<file path="config.mk">
export PLATFORM = sky130hd
export DESIGN_NAME = hazard_controller
export DESIGN_NICKNAME = d
export VERILOG_FILES = /design/src/rtl/hazard_controller.sv
export SDC_FILE = /design/constraint.sdc
export NUM_CORES = 1
export LEC_CHECK = 0
export ABC_AREA = 1
export CORE_MARGIN = 4
export CORE_UTILIZATION = 50
export CTS_CLUSTER_SIZE = 10
export DETAILED_ROUTE_END_ITERATION = 12
export PLACE_DENSITY_LB_ADDON = 0.25
export SYNTH_ARGS = -nofsm -noshare
export SYNTH_HDL_FRONTEND = slang
export SYNTH_SLANG_ARGS = --single-unit
</file>
<file path="constraint.sdc">
create_clock -name clk -period 2.1 [get_ports clk]
set_input_delay 0.42 -clock clk [delete_from_list [all_inputs] [get_ports clk]]
set_output_delay 0.42 -clock clk [all_outputs]
set_load 0.02 [all_outputs]
</file>
<file path="src/rtl/hazard_controller.sv">
// Hazard controller for the in-order pipeline.
// Detects load-use hazards, sequences multi-cycle MDU operations with a
// watchdog timeout, and squashes the wrong-path instructions after a taken
// branch. The stall_cnt output counts cycles in which the PC is frozen.
module hazard_controller #(
  parameter int unsigned FLUSH_CYCLES = 2,
  parameter int unsigned MDU_TIMEOUT  = 64
) (
  input  logic        clk,
  input  logic        rst_n,
  input  logic [4:0]  ifid_rs1,
  input  logic [4:0]  ifid_rs2,
  input  logic [6:0]  ifid_opcode,
  input  logic        idex_memread,
  input  logic [4:0]  idex_rd,
  input  logic        ex_mdu_req,
  input  logic        mdu_done,
  input  logic        branch_taken,
  output logic        pc_write,
  output logic        ifid_write,
  output logic        ifid_flush,
  output logic        idex_bubble,
  output logic        exmem_hold,
  output logic        mdu_start,
  output logic        mdu_error,
  output logic [15:0] stall_cnt
);

  typedef enum logic [1:0] {
    RUN      = 2'd0,
    MDU_BUSY = 2'd1,
    FLUSH    = 2'd2
  } state_t;

  // The branch cycle itself is the first squash cycle, so FLUSH only has
  // to cover the remaining FLUSH_CYCLES-1 cycles.
  localparam logic [3:0] FLUSH_RELOAD = 4'(FLUSH_CYCLES - 1);
  localparam bit         FLUSH_MULTI  = (FLUSH_CYCLES > 1);
  localparam logic [7:0] BUSY_LAST    = 8'(MDU_TIMEOUT - 1);

  state_t      state_q, state_d;
  logic [3:0]  flush_cnt_q, flush_cnt_d;
  logic [7:0]  busy_cnt_q, busy_cnt_d;
  logic [15:0] stall_cnt_q, stall_cnt_d;
  logic        mdu_error_q, mdu_error_d;

  logic        rs2_used;
  logic        load_use;

  // Decode whether the ID instruction reads rs2, then detect a load-use hazard.
  always_comb begin
    rs2_used = 1'b0;
    case (ifid_opcode)
      7'b0110011,
      7'b0100011,
      7'b1100011,
      7'b1010011,
      7'b0100111: rs2_used = 1'b1;
      default:    rs2_used = 1'b0;
    endcase

    load_use = idex_memread && (idex_rd != 5'd0) &&
               ((idex_rd == ifid_rs1) || (rs2_used && (idex_rd == ifid_rs2)));
  end

  // Pipeline control outputs and next-state logic; outputs sit at their
  // defaults while reset is held so a stalled MDU releases the pipe at once.
  always_comb begin
    pc_write    = 1'b1;
    ifid_write  = 1'b1;
    ifid_flush  = 1'b0;
    idex_bubble = 1'b0;
    exmem_hold  = 1'b0;
    mdu_start   = 1'b0;
    state_d     = state_q;
    flush_cnt_d = flush_cnt_q;
    busy_cnt_d  = busy_cnt_q;
    mdu_error_d = mdu_error_q;

    if (rst_n) begin
      case (state_q)
        RUN: begin
          if (branch_taken) begin
            ifid_flush  = 1'b1;
            idex_bubble = 1'b1;
            if (FLUSH_MULTI) begin
              state_d     = FLUSH;
              flush_cnt_d = FLUSH_RELOAD;
            end
          end else if (ex_mdu_req) begin
            mdu_start  = 1'b1;
            pc_write   = 1'b0;
            ifid_write = 1'b0;
            exmem_hold = 1'b1;
            state_d    = MDU_BUSY;
            busy_cnt_d = 8'd0;
          end else if (load_use) begin
            pc_write    = 1'b0;
            ifid_write  = 1'b0;
            idex_bubble = 1'b1;
          end
        end

        MDU_BUSY: begin
          pc_write   = 1'b0;
          ifid_write = 1'b0;
          exmem_hold = 1'b1;
          if (mdu_done) begin
            state_d = RUN;
          end else if (busy_cnt_q == BUSY_LAST) begin
            mdu_error_d = 1'b1;
            state_d     = RUN;
          end else begin
            busy_cnt_d = busy_cnt_q + 8'd1;
          end
        end

        FLUSH: begin
          ifid_flush  = 1'b1;
          idex_bubble = 1'b1;
          if (branch_taken) begin
            flush_cnt_d = FLUSH_RELOAD;
          end else if (flush_cnt_q == 4'd1) begin
            flush_cnt_d = 4'd0;
            state_d     = RUN;
          end else begin
            flush_cnt_d = flush_cnt_q - 4'd1;
          end
        end

        default: begin
          state_d = RUN;
        end
      endcase
    end
  end

  // Saturating count of cycles in which the PC did not advance.
  always_comb begin
    stall_cnt_d = stall_cnt_q;
    if (!pc_write && (stall_cnt_q != 16'hFFFF)) begin
      stall_cnt_d = stall_cnt_q + 16'd1;
    end
  end

  // State, counters and the sticky error flag.
  always_ff @(posedge clk or negedge rst_n) begin
    if (!rst_n) begin
      state_q     <= RUN;
      flush_cnt_q <= 4'd0;
      busy_cnt_q  <= 8'd0;
      stall_cnt_q <= 16'd0;
      mdu_error_q <= 1'b0;
    end else begin
      state_q     <= state_d;
      flush_cnt_q <= flush_cnt_d;
      busy_cnt_q  <= busy_cnt_d;
      stall_cnt_q <= stall_cnt_d;
      mdu_error_q <= mdu_error_d;
    end
  end

  assign mdu_error = mdu_error_q;
  assign stall_cnt = stall_cnt_q;

endmodule

</file>
==> metrics <==
Setup Crit Path Kind in -> out; clock skew 10.4 ps; yosys warns 0; Worst Hold Class reg -> reg; I/O Buffers 50; TritonRoute pass-1 iters 4; EDFF count, synth 0; total CTS buffers 5; Synth cell types 33; CP Launch Type primary input; Core ar. 4060 um2; Layout Cells excl Fill 402; die area 5380 um2; Yosys top cell by area dfrtp_1; WP data required 1680 ps; 1st-iter DRT viols 98; Leak Pwr 1.43 nW; area delta synth->final 35.1%; Initial Util 0.526; Filler Cells Inserted 340; first-pass GRT wire length 8.51 mm; Slew @ Worst Pin 435 ps; part of the Yosys area used for sequential elements 0.363; commonest cells in the netlist nand2_1 (79), dfrtp_1 (31), nor2_1 (26); max-slew violations 0; Placer Congestion 0.854; largest net degree at the start of global routing 36; fin crit share 0.997; post-synth top area share 0.363; Pwr Density 857 nW/um2; CTS Buffer Depth 2; n_diodes 0; Fin. Hold Viols 0; Final nets 383; Worst setup endpoint idex_bubble; synthesized flop and latch total 31; Die Height 73.4 um; most frequent cell after synthesis nand2_1; ys flop type dfrtp_1; Mapped Cells 284; IO Pins 51; Worst slew margin 0.710; Post-synth ARST share 1.00; Post-Syn Nets 316; hold_buf cts 0; clock-pin slew on the worst setup and hold paths 60 ps; fraction of layout cells with a size suffix above 1 0.159; crit end category output port; worst r2r src stall_cnt[0]$_DFFE_PN0P_; MaxCap Viol Count 0; htree depth 2; Setup crit start ifid_rs1[4]; Final HPWL DP 3.87 mm; Final Setup Violations 0; Final Power 0.00247 W; Data arrival, critical path 1670 ps; Worst-Skew Late Latency 280 ps; Vias 2,061; Residual DRC 0; Mean Syn Cell Area 7.52 um2; GRT Total Usage 0.199; RSZ-0062 raised after global routing yes; status complete, no violations; Rows 23; initial antenna violation count 0; remaining antenna violation count 0; Synth area leaders dfrtp_1 (36%), nand2_1 (14%), xor2_1 (7.4%), nand4_1 (5.0%), nor2_1 (4.6%); drt total wl 4.99 mm; grt total ovfl 0; vias in the first global route 2,051; reg-to-reg endpoint stall_cnt[2]$_DFFE_PN0P_; Root Driver clkbuf_8; clk sinks 31; post-synthesis cell area 2140 um2; Die X 73.4 um; flop-to-flop setup slack 190 ps; fmax 478 MHz; Max rail drop VDD 555 uV; CTS tree done; placed instance count 394; vias per inst 5.13; CP Max Fanout 2; reg2reg path depth 9; final worst path period need 2090 ps; Wirelength per Cell 12.4 um
placed cells by master, fill, tap and decap left out, drive strengths merged:
cell and count:
nand2 82, inv 33, clkinvlp 1, o22ai 1, nor4 1, or2 1
ha 4, xor2 18, nand3 21, dlygate4sd2 13, dlymetal6s2s 8, buf 18
a211oi 1, clkdlybuf4s15 1, nand4 18, o21bai 1, clkdlybuf4s50 23, nor3 3
o211ai 1, dfrtp 31, clkbuf 9, a21oi 10, o21ai 9, nor2 30
xnor2 9, o31ai 5
worst max-delay path, stage by stage:
cell and delay (ps):
clkdlybuf4s50_1 470, xnor2_1 120, nand3_1 100, nand2_1 90
nand2_2 70, o31ai_2 220, buf_4 180
routing by layer:
layer / share of wire / vias up / global-route usage
li1: - / 1056 / -
met1: 0.43 / 948 / 0.230
met2: 0.51 / 52 / 0.356
met3: 0.051 / 5 / 0.0369
met4: 0.011 / 0 / 0.0845
met5: 0 / - / 0
power breakdown:
part           internal (W)  switching (W)  total [W]
clock              0.000298       0.000227   0.000525
sequential         0.000720       0.000119   0.000839
combinational      0.000463       0.000648    0.00111
cell type report:
| type | instances | area, um2 | share of cell area |
|---|---|---|---|
| flip-flops and latches | 31 | 776 | 0.269 |
| well taps | 50 | 62.6 | 0.0217 |
| multi-input cells | 215 | 1210 | 0.420 |
| clock buffers | 7 | 96.3 | 0.0334 |
| repair buffers | 65 | 608 | 0.211 |
| clock inverters | 1 | 7.51 | 0.00260 |
| inverters | 33 | 124 | 0.0429 |
per-stage QoR:
stage	utilization	instance area (um2)	worst slack (ps)	hold WS, ps	TNS [ps]
2_1_floorplan	-	2140	83.4	124	0
3_3_place_gp	0.685	2780	-574	467	-4080
3_5_place_dp	0.685	2780	-678	461	-5230
4_1_cts	0.709	2880	-46.6	489	-46.6
5_1_grt	0.711	2890	-42.6	529	-42.6
6_report	0.711	2890	5.93	482	0
what timing repair did:
| action | CTS | global route |
|---|---|---|
| setup endpoints to repair | 6 | 6 |
| gates resized for setup | 41 | 12 |
| setup buffers | 0 | 0 |
| pin swaps | 11 | 13 |
worst min path at each step:
stage | from | to | slack, ps | cells past startpoint
finish | mdu_error$_DFFE_PN0P_ | mdu_error$_DFFE_PN0P_ | 480 | 1
CTS | mdu_error$_DFFE_PN0P_ | mdu_error$_DFFE_PN0P_ | 490 | 1
detailed placement | mdu_error$_DFFE_PN0P_ | mdu_error$_DFFE_PN0P_ | 460 | 1
floorplan | rst_n | busy_cnt_q[0]$_DFFE_PN0P_ | 120 | 0
global placement | mdu_error$_DFFE_PN0P_ | mdu_error$_DFFE_PN0P_ | 470 | 1
global route | mdu_error$_DFFE_PN0P_ | mdu_error$_DFFE_PN0P_ | 530 | 1
registers in the layout, indices dropped and copies added, names as in the netlist:
name         count
mdu_error        1
stall_cnt       16
flush_cnt_q      4
busy_cnt_q       8
state_q          2
kinds of logic (layout without fill, tap and decap cells):
group | Yosys count | after routing | synth area share
buf+inv | 38 | 106 | 0.0738
fa+ha+maj | 4 | 4 | 0.0234
xor+xnor | 27 | 27 | 0.111
flops | 31 | 31 | 0.363
compound gates | 28 | 28 | 0.0867
simple gates | 156 | 156 | 0.342
Power figures use the tool's default switching activity.
